## config.mk

```make
export PLATFORM = sky130hd
export DESIGN_NAME = out_unit_flat
export DESIGN_NICKNAME = d
export VERILOG_FILES = /design/src/rtl/mix_pkg.sv /design/src/rtl/out_unit_if.sv /design/src/rtl/out_unit_uart_tx.sv /design/src/rtl/out_unit.sv /design/src/flat_wrapper.sv
export SDC_FILE = /design/constraint.sdc
export NUM_CORES = 1
export LEC_CHECK = 0
export CORE_MARGIN = 5
export CORE_UTILIZATION = 30
export DETAILED_ROUTE_END_ITERATION = 10
export PLACE_DENSITY_LB_ADDON = 0.3
export SYNTH_ARGS = -nofsm -noshare
export SYNTH_HDL_FRONTEND = slang
export SYNTH_SLANG_ARGS = --single-unit
```

## constraint.sdc

```tcl
create_clock -name clk -period 6.5 [get_ports clk]
set_clock_uncertainty 0.15 [all_clocks]
set_input_delay 1.3 -clock clk [delete_from_list [all_inputs] [get_ports clk]]
set_output_delay 1.3 -clock clk [all_outputs]
set_load 0.1 [all_outputs]
```

## src/rtl/mix_pkg.sv

```systemverilog
// MIX character set helpers shared by the card-reader input unit and the
// character output unit: word/char geometry, control bytes and the
// MIX <-> ASCII translation tables.
package mix_pkg;

  localparam int MIX_CHARS_PER_WORD = 5;
  localparam int MIX_CHAR_W         = 6;
  localparam int MIX_WORD_W         = 30;

  localparam logic [7:0] ASCII_CR = 8'h0D;
  localparam logic [7:0] ASCII_LF = 8'h0A;

  typedef enum logic [2:0] {
    S_IDLE,
    S_FETCH,
    S_SEND,
    S_CR,
    S_LF,
    S_DONE
  } out_state_t;

  // MIX char code to printable ASCII; codes 56..63 have no glyph and print as '?'
  function automatic logic [7:0] mix2ascii(input logic [5:0] code);
    logic [7:0] c;
    logic [7:0] ascii;
    c     = {2'b00, code};
    ascii = 8'h3F;
    if (code == 6'd0)        ascii = 8'h20;
    else if (code <= 6'd9)   ascii = 8'h40 + c;
    else if (code == 6'd10)  ascii = 8'h7E;
    else if (code <= 6'd19)  ascii = 8'h3F + c;
    else if (code == 6'd20)  ascii = 8'h5B;
    else if (code == 6'd21)  ascii = 8'h5D;
    else if (code <= 6'd29)  ascii = 8'h3D + c;
    else if (code <= 6'd39)  ascii = 8'h12 + c;
    else begin
      case (code)
        6'd40:   ascii = 8'h2E;
        6'd41:   ascii = 8'h2C;
        6'd42:   ascii = 8'h28;
        6'd43:   ascii = 8'h29;
        6'd44:   ascii = 8'h2B;
        6'd45:   ascii = 8'h2D;
        6'd46:   ascii = 8'h2A;
        6'd47:   ascii = 8'h2F;
        6'd48:   ascii = 8'h3D;
        6'd49:   ascii = 8'h24;
        6'd50:   ascii = 8'h3C;
        6'd51:   ascii = 8'h3E;
        6'd52:   ascii = 8'h40;
        6'd53:   ascii = 8'h3B;
        6'd54:   ascii = 8'h3A;
        6'd55:   ascii = 8'h27;
        default: ascii = 8'h3F;
      endcase
    end
    return ascii;
  endfunction

  // ASCII to MIX char code for the input unit; characters it does not accept map to blank
  function automatic logic [5:0] ascii2mix(input logic [7:0] ch);
    logic [5:0] code;
    code = 6'd0;
    if (ch >= 8'h41 && ch <= 8'h49)      code = 6'(ch - 8'h40);
    else if (ch >= 8'h4A && ch <= 8'h52) code = 6'(ch - 8'h3F);
    else if (ch >= 8'h53 && ch <= 8'h5A) code = 6'(ch - 8'h3D);
    else if (ch >= 8'h30 && ch <= 8'h39) code = 6'(ch - 8'h12);
    else begin
      case (ch)
        8'h7E:   code = 6'd10;
        8'h5B:   code = 6'd20;
        8'h5D:   code = 6'd21;
        8'h2E:   code = 6'd40;
        8'h2C:   code = 6'd41;
        8'h28:   code = 6'd42;
        8'h29:   code = 6'd43;
        8'h2B:   code = 6'd44;
        8'h2D:   code = 6'd45;
        8'h2A:   code = 6'd46;
        8'h2F:   code = 6'd47;
        8'h3D:   code = 6'd48;
        8'h24:   code = 6'd49;
        8'h3C:   code = 6'd50;
        8'h3E:   code = 6'd51;
        8'h40:   code = 6'd52;
        8'h3B:   code = 6'd53;
        8'h3A:   code = 6'd54;
        8'h27:   code = 6'd55;
        default: code = 6'd0;
      endcase
    end
    return code;
  endfunction

endpackage

```

## src/rtl/out_unit_if.sv

```systemverilog
// CPU-side port of the character output unit: the OUT command, the
// word-fetch handshake against CPU memory and the stall/busy status.
interface out_unit_if;
  import mix_pkg::*;

  logic                  start;
  logic [11:0]           addressin;
  logic [11:0]           addressout;
  logic                  request;
  logic                  load;
  logic [MIX_WORD_W-1:0] word;
  logic                  stop;
  logic                  busy;

  modport master (
    output start, addressin, load, word,
    input  addressout, request, stop, busy
  );

  modport slave (
    input  start, addressin, load, word,
    output addressout, request, stop, busy
  );

endinterface

```

## src/rtl/out_unit_uart_tx.sv

```systemverilog
// 8N1 UART transmitter, LSB first. A byte is accepted when idle; the start
// bit begins the following cycle and ready returns once the stop bit ends.
module uart_tx #(
  parameter int BAUD_DIV = 217
) (
  input  logic       clk,
  input  logic       reset,
  input  logic       tx_valid,
  input  logic [7:0] tx_data,
  output logic       tx_ready,
  output logic       tx
);

  localparam int CNT_W = (BAUD_DIV > 1) ? $clog2(BAUD_DIV) : 1;
  localparam logic [CNT_W-1:0] BAUD_LAST = CNT_W'(BAUD_DIV - 1);

  logic [CNT_W-1:0] baud_cnt;
  logic [3:0]       bit_cnt;
  logic [9:0]       shreg;
  logic             active;

  // Load a frame on accept, then shift one bit out every BAUD_DIV cycles until the stop bit ends
  always_ff @(posedge clk) begin
    if (reset) begin
      baud_cnt <= '0;
      bit_cnt  <= '0;
      shreg    <= '1;
      active   <= 1'b0;
    end else if (!active) begin
      if (tx_valid) begin
        shreg    <= {1'b1, tx_data, 1'b0};
        active   <= 1'b1;
        baud_cnt <= '0;
        bit_cnt  <= '0;
      end
    end else if (baud_cnt == BAUD_LAST) begin
      baud_cnt <= '0;
      shreg    <= {1'b1, shreg[9:1]};
      if (bit_cnt == 4'd9) begin
        active  <= 1'b0;
        bit_cnt <= '0;
      end else begin
        bit_cnt <= bit_cnt + 4'd1;
      end
    end else begin
      baud_cnt <= baud_cnt + 1'b1;
    end
  end

  assign tx_ready = !active;
  assign tx       = active ? shreg[0] : 1'b1;

endmodule

```

## src/rtl/out_unit.sv

```systemverilog
// MIX character output unit: fetches a block of words from CPU memory,
// unpacks each into five MIX chars, prints them as ASCII over the UART and
// ends every block with CR LF. One further OUT command may be queued.
module out_unit
  import mix_pkg::*;
#(
  parameter int BAUD_DIV    = 217,
  parameter int BLOCK_WORDS = 16
) (
  input  logic       clk,
  input  logic       reset,
  out_unit_if.slave  bus,
  output logic       tx
);

  localparam int WC_W = (BLOCK_WORDS > 1) ? $clog2(BLOCK_WORDS) : 1;
  localparam logic [WC_W-1:0] WC_LAST = WC_W'(BLOCK_WORDS - 1);
  localparam logic [2:0]      CC_LAST = 3'(MIX_CHARS_PER_WORD - 1);

  out_state_t state, state_next;

  logic [WC_W-1:0]       wc;
  logic [2:0]            cc;
  logic [MIX_WORD_W-1:0] shift;
  logic                  queued;
  logic [11:0]           queued_addr;
  logic [11:0]           addr_q;
  logic                  stop_q;

  logic       tx_valid;
  logic       tx_ready;
  logic [7:0] tx_data;

  logic        launch;
  logic [11:0] launch_addr;
  logic        take_word;
  logic        char_done;
  logic        word_done;
  logic        queue_start;

  // State register
  always_ff @(posedge clk) begin
    if (reset) state <= S_IDLE;
    else       state <= state_next;
  end

  // Next state, UART byte selection and datapath strobes
  always_comb begin
    state_next  = state;
    tx_valid    = 1'b0;
    tx_data     = ASCII_CR;
    launch      = 1'b0;
    launch_addr = bus.addressin;
    take_word   = 1'b0;
    char_done   = 1'b0;
    word_done   = 1'b0;
    unique case (state)
      S_IDLE: begin
        if (bus.start) begin
          launch     = 1'b1;
          state_next = S_FETCH;
        end
      end
      S_FETCH: begin
        if (bus.load) begin
          take_word  = 1'b1;
          state_next = S_SEND;
        end
      end
      S_SEND: begin
        tx_valid = 1'b1;
        tx_data  = mix2ascii(shift[MIX_WORD_W-1 -: MIX_CHAR_W]);
        if (tx_ready) begin
          char_done = 1'b1;
          if (cc == CC_LAST) begin
            word_done  = 1'b1;
            state_next = (wc == WC_LAST) ? S_CR : S_FETCH;
          end
        end
      end
      S_CR: begin
        tx_valid = 1'b1;
        tx_data  = ASCII_CR;
        if (tx_ready) state_next = S_LF;
      end
      S_LF: begin
        tx_valid = 1'b1;
        tx_data  = ASCII_LF;
        if (tx_ready) state_next = S_DONE;
      end
      S_DONE: begin
        if (tx_ready) begin
          if (queued) begin
            launch      = 1'b1;
            launch_addr = queued_addr;
            state_next  = S_FETCH;
          end else if (bus.start) begin
            launch     = 1'b1;
            state_next = S_FETCH;
          end else begin
            state_next = S_IDLE;
          end
        end
      end
      default: state_next = S_IDLE;
    endcase
    queue_start = bus.start && (state != S_IDLE) && !launch;
  end

  // Address, word/char counters, unpacking shift register and the one-deep command queue
  always_ff @(posedge clk) begin
    if (reset) begin
      addr_q      <= '0;
      stop_q      <= 1'b0;
      wc          <= '0;
      cc          <= '0;
      shift       <= '0;
      queued      <= 1'b0;
      queued_addr <= '0;
    end else begin
      stop_q <= launch;
      if (launch) begin
        addr_q <= launch_addr;
        wc     <= '0;
        queued <= 1'b0;
      end else if (queue_start && !queued) begin
        queued      <= 1'b1;
        queued_addr <= bus.addressin;
      end
      if (take_word) begin
        shift  <= bus.word;
        addr_q <= addr_q + 12'd1;
        cc     <= '0;
      end
      if (char_done) begin
        shift <= {shift[MIX_WORD_W-MIX_CHAR_W-1:0], {MIX_CHAR_W{1'b0}}};
        cc    <= cc + 3'd1;
      end
      if (word_done) wc <= wc + 1'b1;
    end
  end

  assign bus.request    = (state == S_FETCH);
  assign bus.busy       = (state != S_IDLE);
  assign bus.stop       = stop_q;
  assign bus.addressout = addr_q;

  uart_tx #(
    .BAUD_DIV (BAUD_DIV)
  ) u_uart_tx (
    .clk      (clk),
    .reset    (reset),
    .tx_valid (tx_valid),
    .tx_data  (tx_data),
    .tx_ready (tx_ready),
    .tx       (tx)
  );

endmodule

```

## src/flat_wrapper.sv

```systemverilog
// flat-port wrapper written by rule: the top's interface ports become plain ports
module out_unit_flat import mix_pkg::*;
#(
  parameter int BAUD_DIV    = 217,
  parameter int BLOCK_WORDS = 16
)
  (clk, reset, tx, bus_start, bus_addressin, bus_load, bus_word, bus_addressout, bus_request, bus_stop, bus_busy);
  out_unit_if bus_i ();
  input  logic clk;
  input  logic reset;
  output logic tx;
  input wire logic [$bits(bus_i.start)-1:0] bus_start;
  input wire logic [$bits(bus_i.addressin)-1:0] bus_addressin;
  input wire logic [$bits(bus_i.load)-1:0] bus_load;
  input wire logic [$bits(bus_i.word)-1:0] bus_word;
  output wire logic [$bits(bus_i.addressout)-1:0] bus_addressout;
  output wire logic [$bits(bus_i.request)-1:0] bus_request;
  output wire logic [$bits(bus_i.stop)-1:0] bus_stop;
  output wire logic [$bits(bus_i.busy)-1:0] bus_busy;
  assign bus_i.start = bus_start;
  assign bus_i.addressin = bus_addressin;
  assign bus_i.load = bus_load;
  assign bus_i.word = bus_word;
  assign bus_addressout = bus_i.addressout;
  assign bus_request = bus_i.request;
  assign bus_stop = bus_i.stop;
  assign bus_busy = bus_i.busy;
  out_unit #(.BAUD_DIV(BAUD_DIV), .BLOCK_WORDS(BLOCK_WORDS)) u_core (.clk(clk), .reset(reset), .bus(bus_i), .tx(tx));
endmodule
```

# == After elaboration in Yosys (flattened, before gate mapping) ==
# Memory sizes are Yosys's and may differ from the RTL's. A register that Yosys moved wholly into a read port is not among the register bits.
# Cells that the tools add are included.
# op_classes
addsub,9
magnitude_cmp,4
n_eq_ne,20
muxes,60
bitwise_logic,1
n_reduce_logical,18
# op_table
cell,n
8-bit 2-to-1 mux,11
12-bit 2-to-1 mux,5
30-bit 2-to-1 mux,2
10-bit 2-to-1 mux,3
3-bit 2-to-1 mux,10
4-bit 2-to-1 mux,6
3-bit case mux with 6 select lines,1
1-bit 2-to-1 mux,17
8-bit case mux with 2 select lines,1
6-bit by 6-bit adder with 7-bit output (first input constant),2
12-bit by 1-bit adder with 12-bit output (second input constant),1
6-bit by 5-bit == test with 1-bit output (second input constant),2
6-bit by 5-bit <= comparator with 1-bit output (second input constant),2
6-bit 2-to-1 mux,2
2-bit inequality test (second input constant),6
3-bit == test (second input constant),3
4-bit by 1-bit adder with 4-bit output (second input constant),2
7-bit by 6-bit adder with 8-bit output (first input constant),1
8-bit by 1-bit adder with 8-bit output (second input constant),1
4-bit == test (second input constant),2
8-bit == test (second input constant),1
2-bit nonzero test,4
5-bit by 6-bit adder with 7-bit output (first input constant),1
7-bit AND reduction,1
18 further kinds,25
# totals
register_bits,89
mem_bits_ro,448
input_bits,46
output_inout_bits,16
elab_cells,126
mem_count,1
# memory_table
memory,words,word_bits,read_ports,rd_clocked_by_memory_dff,wr,line_no,source
(no name shown),64,7,1,1,0,mix_pkg.sv:37,case (code)

# == Depth between registers and ports, before layout ==
# logic_depth
depth_word,12
depth_mapped,11
ltp_nobuf,9

# == By module ==
# A second synthesis with hierarchy kept.
# unflattened
hier_cells,629
hier_area_um2,5273.8
# by_module_without_submodules
module,instances,cells_per_inst,area_per_inst_um2,seq_area_each_um2
out_unit,1,505,4145.2,1461.4
uart_tx,1,124,1128.6,440.4

# == Worst setup path after synthesis ==
# No wires, ideal clock.
# synth_timing
kind,flip-flop to output port
from,reg u_core.state[0]
to,out bus_request
arrival_ns,2.889
required_time_ns,5.050
path_slack_ns,2.161
path_stages_with_launch,4
path_buffers,2
cell_sequence,dfxtp_1 -> buf_6 -> clkbuf_1 -> nor3b_1
# synth_via
elab_chain_len,1
# synth_rtl
element,line_no,source
from (decl),out_unit.sv:20,"out_state_t state, state_next;"
from (signal assigned),out_unit.sv:44,else state <= state_next;
3-bit by 1-bit == test with 1-bit output,out_unit.sv:143,assign bus.request = (state == S_FETCH);
to (decl),flat_wrapper.sv:17,output wire logic [$bits(bus_i.request)-1:0] bus_request;
# No other way between the ends.

# == Worst setup path after layout ==
# Same ends and word-level chain as after synthesis.

==> results.json <==
{
  "status": "complete, no violations",
  "drt_wl_total_um": 13100,
  "min_period_ns": 3.94,
  "firstDrtPassIters": 5,
  "cp.required_ns": 5.05,
  "io_buffers": 61,
  "rr_startpoint": "u_core.state[1]",
  "start_util": 0.306,
  "synth_cell_types": 68,
  "antenna_found_initial": 0,
  "hold_viol": 0,
  "drv_slew": 0,
  "syn-num-nets": 725,
  "dr.first_iter.drc_count": 260,
  "rsz0062_at_grt": "no",
  "worstSetupPathType": "flop to output pin",
  "maxCapViolCount": 0,
  "drive_gt1_frac": 0.0733,
  "vias": 4707,
  "min-delay-path-class": "flop to flop",
  "peakVddDrop_v": 0.000163,
  "use_met1": 0.174,
  "synth_edf_count": 0,
  "synth_area_leaders": "dfxtp_1 (36%), nor2_1 (6.7%), mux2i_1 (5.7%)",
  "worstSetupStartpointType": "flop",
  "cts_setup_buffers": 0,
  "min_to": "u_core.u_uart_tx.shreg[0]",
  "r2r_slack_ns": 3.30,
  "cts_root_buf": "clkbuf_16",
  "clkSlewWorstSetupHoldPaths_ns": 0.07,
  "yosysTopAreaCell": "dfxtp_1",
  "worst_slew_pin_slew_ns": 0.981,
  "final-seq-area_mm2": 0.00190,
  "syn-mean-instance-area_um2": 8.05,
  "dieHeight_um": 143,
  "route.detailed.drc": 0,
  "diodes": 0,
  "wl_per_cell_um": 14.3,
  "numClockSinks": 95,
  "fillers": 1845,
  "synth.top_cells.by_count": "dfxtp_1 (95), nor2_1 (95), nand2_1 (78), a21oi_1 (48), o21ai_0 (35)",
  "tns_ns": 0,
  "grt_pass1_wl_um": 21600,
  "htree_levels": 3,
  "gp_congestion": 0.819,
  "row_count": 48,
  "area_delta_synth_final_pct": 19.4,
  "maxSlewHeadroom": 0.344,
  "grtUsageMet2": 0.201,
  "cts_tree": "built",
  "grtUsageMet3": 0.0335,
  "syn_area_mm2": 0.00530,
  "p_total_mw": 1.63,
  "cts.hold.buffers_added": 0,
  "core_mm2": 0.0173,
  "cts_buffers": 9,
  "grt_pass1_vias": 4314,
  "timing.fmax_mhz": 254,
  "period_share": 0.606,
  "cts_max_path_buffers": 2,
  "vias_per_cell": 5.11,
  "insertion_delay_ns": 0.35,
  "synth_top_flop_cell": "dfxtp_1",
  "hold_depth": 1,
  "netlist.area_leader.share": 0.359,
  "yosys_warnings": 0,
  "endpoint_kind": "output pin",
  "gr-max-usage-layer": "met2",
  "grt_use_total": 0.129,
  "crit_path_max_fanout": 18,
  "cts.repair.resized": 0,
  "die_width_um": 143,
  "ys_ff_latch": 95,
  "setup_viol": 0,
  "arrival_ns": 2.49,
  "io_pins": 62,
  "startpoint": "u_core.state[0]",
  "multi_input_area_mm2": 0.00314,
  "syn_inst": 658,
  "overflow": 0,
  "seq_area_frac_synth": 0.359,
  "power_leakage_nw": 2.38,
  "postRouteAntennaNets": 0,
  "async_reset_ff_frac": 0,
  "min_from": "u_core.u_uart_tx.shreg[0]",
  "dp_hpwl_um": 8900,
  "fin_nets": 758,
  "r2r_cells": 9,
  "grt_start_max_net_pins": 89,
  "die-area_mm2": 0.0204,
  "powerDensity_mw_per_mm2": 257
}
power breakdown:
part | leakage [nW] | switching (mW) | internal, mW
logic | 1.47 | 0.265 | 0.157
clock network | 0.139 | 0.245 | 0.276
registers | 0.774 | 0.0520 | 0.630
total | 2.38 | 0.562 | 1.06
registers in the layout, indices dropped and copies added, names as in the netlist, named ones only:
name and count:
u_core.shift 30, u_core.bus.stop 1, u_core.queued 1, u_core.u_uart_tx.active 1, u_core.cc 3, u_core.u_uart_tx.shreg 9
u_core.wc 4, u_core.state 3, u_core.queued_addr 12, u_core.u_uart_tx.bit_cnt 4, u_core.u_uart_tx.baud_cnt 8, u_core.bus.addressout 12
how the worst max path moves through the flow:
stage	endpoint
3_3_place_gp	flop
3_5_place_dp	flop
6_report	bus_request
2_1_floorplan	bus_request
4_1_cts	bus_request
5_1_grt	bus_request
routing by layer:
metal  vias up  share of wire
met5         -              0
met4         0          0.024
met3        18          0.041
met2        97           0.45
met1      2175           0.48
li1       2417              -
layout by cell type, fill, tap and decap left out, drive strengths merged, types with 7 or more instances in the layout:
master	count
nand3	15
o22ai	7
nand2	79
inv	20
a21oi	48
nor3	14
mux2i	32
dfxtp	95
ha	21
a211oi	11
o21ai	36
and3	11
nor3b	7
nor2b	9
a311oi	18
nor2	99
clkdlybuf4s50	60
buf	7
clkbuf	10
cell families (layout without fill, tap and decap cells):
kind of cell               Yosys count  count (layout)  synth area share
buffers and inverters               62             100            0.0513
xor gates and xnor gates             9               9            0.0149
AOI/OAI and AO/OA                  171             171             0.220
adders and majority gates           21              21            0.0496
DFF                                 95              95             0.359
and+or+nand+nor                    263             263             0.229
muxes                               37              37            0.0758
critical path, stage by stage (launching register included):
cell,delay [ns]
dfxtp_1,0.67
nor3b_1,0.30
clkdlybuf4s50_1,1.18
through the flow:
stage               std cells  hold slack (ns)  area (um^2)  utilization  worst slack, ns
floorplan                 658            0.276         5300            -             2.16
CTS                       921            0.310         6320        0.366             2.51
global placement          905            0.290         6030        0.349             2.53
detailed placement        905            0.294         6030        0.349             2.50
global route              921            0.332         6320        0.366             2.39
finish                    921            0.308         6320        0.366             2.56
final cells by class:
| class | count | area share |
|---|---|---|
| Multi-Input combinational cell | 501 | 0.496 |
| Timing Repair Buffer | 67 | 0.103 |
| Clock buffer | 10 | 0.0378 |
| Tap cell | 225 | 0.0445 |
| Clock inverter | 6 | 0.00811 |
| Sequential cell | 95 | 0.301 |
| Inverter | 17 | 0.0101 |
Power figures use the tool's default switching activity.
